--- src/rtl/i2c_write_sequencer_if.sv ---
// Bus bundle between the write sequencer, its upstream byte source and the
// byte-level I2C engine. The sequencer uses the slave modport.
interface i2c_write_sequencer_if;
    logic       txStart;
    logic [6:0] txAddr;
    logic [7:0] txCtrl;
    logic [4:0] txLen;
    logic [7:0] dataIn;
    logic       dataValid;
    logic       dataReady;
    logic [1:0] instruction;
    logic       enable;
    logic [7:0] byteToSend;
    logic       complete;
    logic       error;
    logic       busy;
    logic       done;
    logic       nack;

    modport master (
        output txStart, txAddr, txCtrl, txLen, dataIn, dataValid, complete, error,
        input  dataReady, instruction, enable, byteToSend, busy, done, nack
    );

    modport slave (
        input  txStart, txAddr, txCtrl, txLen, dataIn, dataValid, complete, error,
        output dataReady, instruction, enable, byteToSend, busy, done, nack
    );
endinterface

--- src/rtl/i2c_write_sequencer.sv ---
// I2C write sequencer: issues START, address, control byte, payload bytes
// and STOP to a byte-level engine, with an idle gap after every instruction.
// GAP_CYCLES must be at least 2.
module i2c_write_sequencer #(
    parameter int unsigned GAP_CYCLES = 2
) (
    input  logic                  clk,
    input  logic                  rst,
    i2c_write_sequencer_if.slave  bus
);

    localparam logic [1:0]  OP_START = 2'd0;
    localparam logic [1:0]  OP_STOP  = 2'd1;
    localparam logic [1:0]  OP_WRITE = 2'd3;
    localparam int unsigned GW       = (GAP_CYCLES > 2) ? $clog2(GAP_CYCLES) : 1;

    typedef enum logic [2:0] {
        S_IDLE, S_START, S_ADDR, S_CTRL, S_FETCH, S_DATA, S_STOP, S_GAP
    } state_t;

    state_t        r_state, w_state_nx;
    state_t        r_ret, w_ret_nx;
    logic [GW-1:0] r_gap;
    logic [6:0]    r_addr;
    logic [7:0]    r_ctrl;
    logic [7:0]    r_data;
    logic [4:0]    r_remain;
    logic          r_nack;

    logic          w_accept, w_pop, w_enter_gap, w_set_nack;
    logic          w_enable, w_ready, w_done;
    logic [1:0]    w_instr;
    logic [7:0]    w_byte;

    // State register and return target taken after the current gap
    always_ff @(posedge clk or posedge rst) begin
        if (rst) begin
            r_state <= S_IDLE;
            r_ret   <= S_IDLE;
        end else begin
            r_state <= w_state_nx;
            r_ret   <= w_ret_nx;
        end
    end

    // Next-state decode and engine/upstream outputs
    always_comb begin
        w_state_nx  = r_state;
        w_ret_nx    = r_ret;
        w_accept    = 1'b0;
        w_pop       = 1'b0;
        w_enter_gap = 1'b0;
        w_set_nack  = 1'b0;
        w_enable    = 1'b0;
        w_ready     = 1'b0;
        w_done      = 1'b0;
        w_instr     = OP_START;
        w_byte      = '0;
        case (r_state)
            S_IDLE: begin
                if (bus.txStart) begin
                    w_accept   = 1'b1;
                    w_state_nx = S_START;
                end
            end
            S_START: begin
                w_enable = 1'b1;
                w_instr  = OP_START;
                if (bus.complete) begin
                    w_enter_gap = 1'b1;
                    w_ret_nx    = S_ADDR;
                end
            end
            S_ADDR: begin
                w_enable = 1'b1;
                w_instr  = OP_WRITE;
                w_byte   = {r_addr, 1'b0};
                if (bus.complete) begin
                    w_enter_gap = 1'b1;
                    w_set_nack  = bus.error;
                    w_ret_nx    = bus.error ? S_STOP : S_CTRL;
                end
            end
            S_CTRL: begin
                w_enable = 1'b1;
                w_instr  = OP_WRITE;
                w_byte   = r_ctrl;
                if (bus.complete) begin
                    w_enter_gap = 1'b1;
                    w_set_nack  = bus.error;
                    w_ret_nx    = (bus.error || r_remain == '0) ? S_STOP : S_FETCH;
                end
            end
            S_FETCH: begin
                w_ready = 1'b1;
                if (bus.dataValid) begin
                    w_pop      = 1'b1;
                    w_state_nx = S_DATA;
                end
            end
            S_DATA: begin
                w_enable = 1'b1;
                w_instr  = OP_WRITE;
                w_byte   = r_data;
                if (bus.complete) begin
                    w_enter_gap = 1'b1;
                    w_set_nack  = bus.error;
                    w_ret_nx    = (bus.error || r_remain == '0) ? S_STOP : S_FETCH;
                end
            end
            S_STOP: begin
                w_enable = 1'b1;
                w_instr  = OP_STOP;
                if (bus.complete) begin
                    w_enter_gap = 1'b1;
                    w_ret_nx    = S_IDLE;
                end
            end
            S_GAP: begin
                // Only the gap following STOP returns to IDLE, so done is
                // raised on exactly that last gap cycle while still busy.
                if (r_gap == '0) begin
                    w_state_nx = r_ret;
                    w_done     = (r_ret == S_IDLE);
                end
            end
            default: w_state_nx = S_IDLE;
        endcase
        if (w_enter_gap) begin
            w_state_nx = S_GAP;
        end
    end

    // Gap timer, latched transaction fields, payload byte and NACK flag
    always_ff @(posedge clk or posedge rst) begin
        if (rst) begin
            r_gap    <= '0;
            r_addr   <= '0;
            r_ctrl   <= '0;
            r_data   <= '0;
            r_remain <= '0;
            r_nack   <= 1'b0;
        end else begin
            if (w_enter_gap) begin
                r_gap <= GW'(GAP_CYCLES - 1);
            end else if (r_state == S_GAP && r_gap != '0) begin
                r_gap <= r_gap - 1'b1;
            end
            if (w_accept) begin
                r_addr   <= bus.txAddr;
                r_ctrl   <= bus.txCtrl;
                r_remain <= bus.txLen;
                r_nack   <= 1'b0;
            end
            if (w_pop) begin
                r_data <= bus.dataIn;
                if (r_remain != '0) begin
                    r_remain <= r_remain - 1'b1;
                end
            end
            if (w_set_nack) begin
                r_nack <= 1'b1;
            end
        end
    end

    assign bus.enable      = w_enable;
    assign bus.instruction = w_instr;
    assign bus.byteToSend  = w_byte;
    assign bus.dataReady   = w_ready;
    assign bus.done        = w_done;
    assign bus.busy        = (r_state != S_IDLE);
    assign bus.nack        = r_nack;

endmodule

--- src/flat_wrapper.sv ---
// flat-port wrapper written by rule: the top's interface ports become plain ports
module i2c_write_sequencer_flat 
#(
    parameter int unsigned GAP_CYCLES = 2
)
  (clk, rst, bus_txStart, bus_txAddr, bus_txCtrl, bus_txLen, bus_dataIn, bus_dataValid, bus_complete, bus_error, bus_dataReady, bus_instruction, bus_enable, bus_byteToSend, bus_busy, bus_done, bus_nack);
  i2c_write_sequencer_if bus_i ();
  input  logic clk;
  input  logic rst;
  input wire logic [$bits(bus_i.txStart)-1:0] bus_txStart;
  input wire logic [$bits(bus_i.txAddr)-1:0] bus_txAddr;
  input wire logic [$bits(bus_i.txCtrl)-1:0] bus_txCtrl;
  input wire logic [$bits(bus_i.txLen)-1:0] bus_txLen;
  input wire logic [$bits(bus_i.dataIn)-1:0] bus_dataIn;
  input wire logic [$bits(bus_i.dataValid)-1:0] bus_dataValid;
  input wire logic [$bits(bus_i.complete)-1:0] bus_complete;
  input wire logic [$bits(bus_i.error)-1:0] bus_error;
  output wire logic [$bits(bus_i.dataReady)-1:0] bus_dataReady;
  output wire logic [$bits(bus_i.instruction)-1:0] bus_instruction;
  output wire logic [$bits(bus_i.enable)-1:0] bus_enable;
  output wire logic [$bits(bus_i.byteToSend)-1:0] bus_byteToSend;
  output wire logic [$bits(bus_i.busy)-1:0] bus_busy;
  output wire logic [$bits(bus_i.done)-1:0] bus_done;
  output wire logic [$bits(bus_i.nack)-1:0] bus_nack;
  assign bus_i.txStart = bus_txStart;
  assign bus_i.txAddr = bus_txAddr;
  assign bus_i.txCtrl = bus_txCtrl;
  assign bus_i.txLen = bus_txLen;
  assign bus_i.dataIn = bus_dataIn;
  assign bus_i.dataValid = bus_dataValid;
  assign bus_i.complete = bus_complete;
  assign bus_i.error = bus_error;
  assign bus_dataReady = bus_i.dataReady;
  assign bus_instruction = bus_i.instruction;
  assign bus_enable = bus_i.enable;
  assign bus_byteToSend = bus_i.byteToSend;
  assign bus_busy = bus_i.busy;
  assign bus_done = bus_i.done;
  assign bus_nack = bus_i.nack;
  i2c_write_sequencer #(.GAP_CYCLES(GAP_CYCLES)) u_core (.clk(clk), .rst(rst), .bus(bus_i));
endmodule
--- config.mk ---
export PLATFORM = sky130hd
export DESIGN_NAME = i2c_write_sequencer_flat
export DESIGN_NICKNAME = d
export VERILOG_FILES = /design/src/rtl/i2c_write_sequencer_if.sv /design/src/rtl/i2c_write_sequencer.sv /design/src/flat_wrapper.sv
export SDC_FILE = /design/constraint.sdc
export NUM_CORES = 1
export LEC_CHECK = 0
export ABC_CLOCK_PERIOD_IN_PS = 2300
export CORE_ASPECT_RATIO = 0.75
export CORE_MARGIN = 5
export CORE_UTILIZATION = 50
export CTS_BUF_LIST = sky130_fd_sc_hd__clkbuf_4
export DETAILED_ROUTE_END_ITERATION = 12
export PLACE_DENSITY = 0.8
export SLEW_MARGIN = 20
export SYNTH_ARGS = -nofsm -noshare
export SYNTH_HDL_FRONTEND = slang
export SYNTH_SLANG_ARGS = --single-unit
--- constraint.sdc ---
create_clock -name clk -period 2.3 [get_ports clk]
set_clock_uncertainty 0.05 [all_clocks]
set_input_delay 0.345 -clock clk [delete_from_list [all_inputs] [get_ports clk]]
set_output_delay 0.345 -clock clk [all_outputs]
set_load 0.005 [all_outputs]
# Yosys cells after proc, flatten, opt, wreduce, memory -nomap -nowiden

Index checks and enable logic that the tools add are counted.

Register bits: 36
Output and inout port bits: 15
Word-level logic and storage cells: 73
Input port bits: 34

$add $sub $neg: 2
Equal/unequal tests: 14
Muxes and demuxes: 33
Reduce and logical (&&, ||, !) cells: 16

Operators with widths:

| operator              | number |
|---|---|
| $mux W3               | 9 |
| $pmux W8 S3           | 1 |
| $mux W1               | 16 |
| $mux W5               | 3 |
| $eq A3 B3 Y1 const B  | 4 |
| $pmux W3 S4           | 1 |
| $pmux W3 S3           | 1 |
| $reduce_bool A4 Y1    | 2 |
| $eq A3 B2 Y1 const B  | 2 |
| $logic_not A3 Y1      | 2 |
| $ne A2 B2 Y1 const B  | 3 |
| $ne A3 B2 Y1 const B  | 2 |
| $logic_not A5 Y1      | 1 |
| $reduce_and A5 Y1     | 1 |
| $reduce_bool A5 Y1    | 1 |
| $reduce_or A5 Y1      | 1 |
| $sub A5 B1 Y5 const B | 1 |
| $pmux W2 S2           | 1 |
| $reduce_and A4 Y1     | 1 |
| $reduce_bool A2 Y1    | 2 |
| $eq A3 B1 Y1 const B  | 1 |
| $ne A3 B3 Y1 const B  | 1 |
| $reduce_bool A3 Y1    | 1 |
| $reduce_or A3 Y1      | 1 |
| 6 further kinds       | 6 |

# Logic depth before layout (Yosys ltp)

Gate-level depths: netlist of run 1.

Word-level depth: 5
Mapped depth: 6
Gate-level depth less buffers: 5

# Worst setup path before layout of run 1

No wires, ideal clock.

Path kind: register to register
From: register u_core.r_remain[0]
To: register u_core.r_remain[0]
Setup slack: 0.603 ns
Buffers on the path: 0
Required time: 2.130 ns
Data arrival time: 1.528 ns
Clock period less this slack: 1.697 ns
Stages on the path, launching flop included: 6
Setup time: 0.120 ns
Path through: dfrtp_1 inv_1 ha_1 or4b_4 a32o_1 a31o_1

Cells in the longest elaborated chain, start to end: 3
Elaborated cells on any way between the ends: 5
Those cells by class: add/sub (1); mux (3); reduce/logical (1)

Ends and longest elaborated chain:

| what                                  | line                       | text |
|---|---|---|
| from (decl)                           | i2c_write_sequencer.sv:27  | `logic [4:0] r_remain;` |
| from (signal assigned)                | i2c_write_sequencer.sv:152 | `r_remain <= bus.txLen;` |
| from (signal assigned)                | i2c_write_sequencer.sv:158 | `r_remain <= r_remain - 1'b1;` |
| $sub A5 B1 Y5 (tied with other cells) | i2c_write_sequencer.sv:158 |  |
| $mux W5                               | i2c_write_sequencer.sv:157 | `if (r_remain != '0) begin` |
| $mux W5 *                             | i2c_write_sequencer.sv:155 | `if (w_pop) begin` |

Mark *: on every way between the ends. The rest lies on a longest branch, timed or not.
A chain may end at the register's enable or synchronous reset.

# Worst setup path in the final report of run 1

From: register u_core.r_state[1]
To: output bus_done

Cells in the longest elaborated chain, start to end: 2

Ends and longest elaborated chain:

| what                   | line                      | text |
|---|---|---|
| from (decl)            | i2c_write_sequencer.sv:21 | `state_t r_state, w_state_nx;` |
| from (signal assigned) | i2c_write_sequencer.sv:41 | `r_state <= w_state_nx;` |
| $eq A3 B3 Y1           | i2c_write_sequencer.sv:59 | `case (r_state)` |
| $mux W1                | i2c_write_sequencer.sv:59 |  |
| to (decl)              | flat_wrapper.sv:23        | `output wire logic [$bits(bus_i.done)-1:0] bus_done;` |

Every way passes these cells.

==> results of run 1 <==
[cells in the final DEF (no fill, tap or decap), drive strengths merged, types with 4 or more instances in the layout]
| cell type | instances |
|---|---|
| clkdlybuf4s50 | 40 |
| inv | 8 |
| nor2b | 4 |
| dfrtp | 36 |
| dlymetal6s2s | 8 |
| nand2 | 57 |
| buf | 19 |
| clkbuf | 6 |
| o21ai | 10 |
| a21oi | 6 |
| a22oi | 8 |
| mux2 | 8 |
[cell families (layout without fill, tap and decap cells)]
logic type,after synthesis,count (layout),share of synthesized area [%]
simple gates,83,83,22.0
fa+ha+maj,1,1,0.678
xor+xnor,1,1,0.475
buf+inv,22,83,5.22
compound gates,42,42,16.3
flops,36,36,48.8
mux,11,11,6.51
[metal layers]
layer | vias to the layer above | wire length [um]
met1 | 816 | 2120
met5 | - | 0
li1 | 803 | -
met4 | 0 | 27
met3 | 2 | 251
met2 | 48 | 2040
[cell type report]
| type | count | area, um2 | share of cell area [%] |
|---|---|---|---|
| Clock buffer | 6 | 45.0 | 1.73 |
| Clock inverter | 2 | 35.0 | 1.35 |
| Inverter | 8 | 30.0 | 1.16 |
| Multi-Input combinational cell | 138 | 875 | 33.7 |
| Sequential cell | 36 | 903 | 34.8 |
| Tap cell | 52 | 65.1 | 2.51 |
| Timing Repair Buffer | 67 | 643 | 24.8 |
[registers in the layout, summed over array words and instances (netlist names)]
name             count
u_core.r_addr        7
u_core.r_data        8
u_core.r_state       3
u_core.r_ctrl        8
u_core.r_gap         1
u_core.bus.nack      1
u_core.r_remain      5
u_core.r_ret         3
[path summary, 6_finish.rpt]
kind	startpoint	to	slack, ns	cells past startpoint
min in group clk	u_core.r_ctrl[7]	u_core.r_ctrl[7]	0.44	2
setup / recovery	u_core.r_state[1]	bus_done	0.04	5
max in group asynchronous	rst	u_core.r_remain[1]	1.51	3
hold / removal	rst	u_core.r_data[3]	0.35	3
setup reg to reg	u_core.r_state[1]	u_core.r_remain[2]	0.12	5
hold reg to reg	u_core.r_ctrl[7]	u_core.r_ctrl[7]	0.44	2
[power breakdown]
group	internal, mW	switching (mW)
logic	0.795	0.643
clock network	0.240	0.210
registers	0.936	0.232
[through the flow]
step / area (um2) / utilization, %
2_1_floorplan: 1850 / -
3_3_place_gp: 2430 / 67.3
3_5_place_dp: 2430 / 67.3
4_1_cts: 2520 / 69.8
5_1_grt: 2600 / 71.8
6_report: 2600 / 71.8
[timing repair]
| item | CTS | global route |
|---|---|---|
| pin swaps | 0 | 1 |
| gates resized for setup | 4 | 16 |
| endpoints found under the hold margin | 0 | 0 |
| setup endpoints to repair | 10 | 10 |
| setup buffers | 1 | 4 |
| cloned | 0 | 1 |
[tightest hold or removal path, stage by stage]
cell and delay (ns):
clkdlybuf4s50_1 0.39, inv_1 0.05, buf_4 0.39
==> impl_results.md, run 1 <==
- Final worst-path setup slack: 0.0425 ns
- Max cap viols: 0
- Unrepaired setup endpoints after global routing: yes
- Iter 0 DRT Violations: 111
- Worst hold path type: in2async
- GR met2 Demand/Resource: a little over a quarter
- DR pass1 iterations: 4
- CTS tree: yes
- Post-synth top area cell: dfrtp_1
- Final setup vio count: 0
- Setup TNS: 0 ns
- Critical Path Max Stage Delay: about 0.52 ns
- Kind of critical path: reg2out
- Post-detailed-route count of antenna-violating nets: 0
- Crit-path leading delay family: buffers and inverters
- CP Launch Type: flip-flop
- H-tree Lvls: 2
- Number of I/O pins: 49
- Met3 GRT Util: under 10%
- Num CTS Buffers: 5
- Worst setup EP type: primary output
- Remaining Overflow, GRT: 0
- Leak: 1.28 nW
- Most congested layer reported by global routing: met2
- Async SR Flop Fraction: 100%
- WL per Instance: 14.4 um
- Most frequent cell after synthesis: nand2_1
- # port buffers: 48
- Core ar.: 3610 um2
- Slew HR: a little under three fifths
- Highest clock rate: around 440 MHz
- Max Slew Vio Count: 0
- CTS sink count: 36
- Final hold vios: 0
- Rows: 19
- Initial Util: between 50% and 60%
- Post-layout power: slightly above 3 mW
- DP HPWL: roughly 3100 um
- Die span in x: around 80 um
- Worst-Margin Slew: roughly 0.65 ns
- First-pass GRT wire length: 6910 um
- Fin crit share: a little over nine tenths
- Syn_area_per_cell: approximately 9.4 um2
- All-Layer GR Usage: 17.4%
- Clock Path Buffers: 2
- Clock Latency Late Sink: 0.33 ns
- Routability Congestion: 0.777
- Cell Chain, Critical Path: buf_4 > nand3_1 > nor3_2 > nor3b_2 > clkdlybuf4s50_1
- Warnings, synthesis: 0
- Crit path max fanout: 4
- Number of vias per cell: 5.40
- Post-synthesis cell count: just under 200
- Post-synth EDFFs: 0
- DIE HEIGHT: 62.6 um
- WP data required: 1.90 ns
- Buffers & Inverters on Critical Path: 2
- Final non-filler cell total: ~310
- Synth top area cells: dfrtp_1 49%, nand2_1 12%, mux2_2 4.9%
- Post-CTS Hold Buffers: 0
- Synthesized area: 1850 um2
- # nets final: roughly 290
- Pwr/cell area: 1180 nW/um2
- Post-synth top area share: 48.8%
- Routed wire length: between 4000 and 5000 um
- Placed insts: 295
- Proportion of layout cells with a drive suffix above 1: 17.5%
- Clock-pin slew on the worst setup and hold paths: 0.11 ns
- Peak supply drop: 0.000677 V
- Data arrival, critical path: 1.86 ns
- Via count: 1,669
- Commonest cells post-synth: 57 x nand2_1, 36 x dfrtp_1, 10 x o21ai_0
- Synth cell types: 44
- Minimum clock period: 2.26 ns
- Hold_ws: 0.347 ns
- Met1 Use GR: roughly a quarter
- Vias in the first global route: 1,505
- Number of antenna violations at the first check in global routing: 0
- Root Buffer: clkbuf_4
- Sequential fraction of the synthesis area: 48.8%
- Main synth FF type: dfrtp_1
- Area Overhead vs Synth: 40.7%
- Status: finished clean
- Filler cell count: 292
- Ant diodes: 0
- Worst slack, placed: 0.0788 ns
- #FFs+latches synth: 36
- Syn nets: around 230
- Post-route DRC: 0
- Die ar.: around 5000 um2
- Largest net degree at the start of global routing: 37
- Cell at the slowest stage of the critical path: clkdlybuf4s50_1
Note: power is estimated with default switching activity, not from simulation.
==> run 2: changes to the inputs <==
CORE_UTILIZATION = 30   (was 50)
PLACE_DENSITY = 0.52   (was 0.8)
==> run 2 against run 1 <==
Worst setup slack better by 0.058 ns. Via count is 4.0% lower. Combinational power is 3% higher. Critical path type unchanged. Flip-flop and latch count stayed put. Register-to-register slack better by 0.18 ns. Non-clock buffer count is 1 higher. Largest cell class unchanged.
==> impl_results.md, run 2 (same netlist as run 1, synthesis figures left out) <==
- Number of I/O pins: a little under 50
- Kind of critical path: reg2out
- Ant diodes: 0
- Worst slack, placed: between 0.15 and 0.2 ns
- First-pass GRT wire length: ~8300 um
- Fin crit share: between 90% and 100%
- Final setup vio count: 0
- Data arrival, critical path: 1.80 ns
- Post-CTS Hold Buffers: 0
- DR pass1 iterations: 4
- Clk pwr share: 11.2%
- Highest clock rate: 455 MHz
- CP Launch Type: flip-flop
- All-Layer GR Usage: 13.3%
- Leak: 1.20 nW
- Cell Chain, Critical Path: nand3_1 > nor3_2 > nor3b_2 > clkdlybuf4s50_1
- Max cap viols: 0
- Rows: 24
- Final hold vios: 0
- Sw frac: 37.6%
- H-tree Lvls: 2
- Largest registers: u_core.r_ctrl (8), u_core.r_data (8), u_core.r_addr (7)
- Clock-pin slew on the worst setup and hold paths: 0.11 ns
- Max Slew Vio Count: 0
- DP Area: 2460 um2
- WL per Instance: roughly 15 um
- Worst setup EP type: primary output
- CTS tree: yes
- Routability Congestion: just over 0.7
- Num CTS Buffers: 5
- # nets final: 292
- Post-route DRC: 0
- Worst-Margin Slew: about 0.61 ns
- # port buffers: 48
- Crit-path leading delay family: buffers and inverters
- CTS sink count: 36
- Largest net degree at the start of global routing: 37
- Most frequent cells in the layout: 57 x nand2_1, 41 x clkdlybuf4s50_1, 34 x dfrtp_1, 17 x buf_4
- Die ar.: 7840 um2
- Initial Util: 31.4%
- Status: finished clean
- Peak supply drop: about 0.00038 V
- Iter 0 DRT Violations: 86
- Number of vias per cell: 4.77
- Buffers & Inverters on Critical Path: 1
- Vias in the first global route: 1,617
- Routed wire length: 5150 um
- Via count: 1,602
- Commonest non-fill, non-tap cell in the layout: nand2_1
- Sequential power share: 39.1%
- Core ar.: slightly below 6000 um2
- DP HPWL: 3640 um
- Design area: 2610 um2
- Worst hold path type: in2async
- Clock Latency Late Sink: 0.33 ns
- Remaining Overflow, GRT: 0
- Pint: between 1.5 and 2 mW
- Proportion of layout cells with a drive suffix above 1: a little under a fifth
- Pwr/cell area: 1140 nW/um2
- Clock Path Buffers: 2
- Slew HR: about three fifths
- DIE HEIGHT: 77.9 um
- Logic gate share of total power: 49.7%
- Sw Pwr: 1.12 mW
- Number of antenna violations at the first check in global routing: 0
- WP data required: about 1.9 ns
- Critical Path Max Stage Delay: 0.53 ns
- Die span in x: 101 um
- Root Buffer: clkbuf_4
- Area Overhead vs Synth: 41.2%
- Cell at the slowest stage of the critical path: clkdlybuf4s50_1
- Post-detailed-route count of antenna-violating nets: 0
- Minimum clock period: 2.20 ns
- Crit path max fanout: 5
- Final worst-path setup slack: 0.101 ns
run 2: cell count changes in the layout (fill, tap and decap cells not counted), sizes merged:
cell           before  now
clkinv              1    3
clkdlybuf4s50      40   41
dlygate4sd2         0    5
dlymetal6s2s        8    2
bufinv              1    0
clkbuf              6    5
buf                19   20
run 2: what timing repair did:
action / CTS / global route
setup endpoints to repair: 8 / 5
gates resized for setup: 11 / 10
setup buffers: 1 / 6
run 2: routing by layer:
metal  vias up  GRT usage [%]  wire length, um
met3         2           4.39              255
met1       762           20.4             2830
met4         0           3.36               22
met5         -              0                0
li1        805              -                -
met2        33           17.7             2040
run 2: worst paths after layout:
kind | to | slack (ns) | startpoint | cells past startpoint
setup reg to reg | u_core.r_remain[0] | 0.30 | u_core.r_state[1] | 5
setup / recovery | bus_done | 0.10 | u_core.r_state[0] | 4
hold reg to reg | u_core.r_addr[6] | 0.44 | u_core.r_addr[6] | 2
min in group clk | u_core.r_addr[6] | 0.44 | u_core.r_addr[6] | 2
hold / removal | u_core.r_data[0] | 0.36 | rst | 3
max in group asynchronous | u_core.r_state[1] | 1.48 | rst | 3
run 2: layout make-up:
class	count	area (um2)
multi-input combinational	138	882
timing repair buffer	68	641
clock buffer	5	37.5
sequential	36	903
inverter	8	30.0
fill	605	3280
tap	78	97.6
clock inverter	3	13.8
run 2: worst register-to-register path, delay by kind of cell (launching register included):
| kind | cells | cell delay, ns |
|---|---|---|
| compound gates | 1 | 0.26 |
| buf+inv | 2 | 0.27 |
| simple gates | 2 | 0.88 |
| flops | 1 | 0.45 |
run 2: metrics by stage:
step	hold slack (ns)	std cells	total power, mW	setup TNS [ns]	utilization (%)
2_1_floorplan	0.395	196	1.93	0	-
3_3_place_gp	0.409	321	2.55	0	41.9
3_5_place_dp	0.414	321	2.56	0	41.9
4_1_cts	0.368	330	2.91	-0.0364	43.0
5_1_grt	0.422	336	3.22	-0.0119	44.3
6_report	0.363	336	2.97	0	44.3
run 2: power groups by stage:
stage | Combinational, mW | Sequential, mW | Clock, mW
CTS | 1.42 | 1.15 | 0.345
finish | 1.48 | 1.16 | 0.333
floorplan | 0.840 | 1.09 | 0
global route | 1.64 | 1.20 | 0.376
detailed placement | 1.41 | 1.14 | 0
global placement | 1.40 | 1.16 | 0
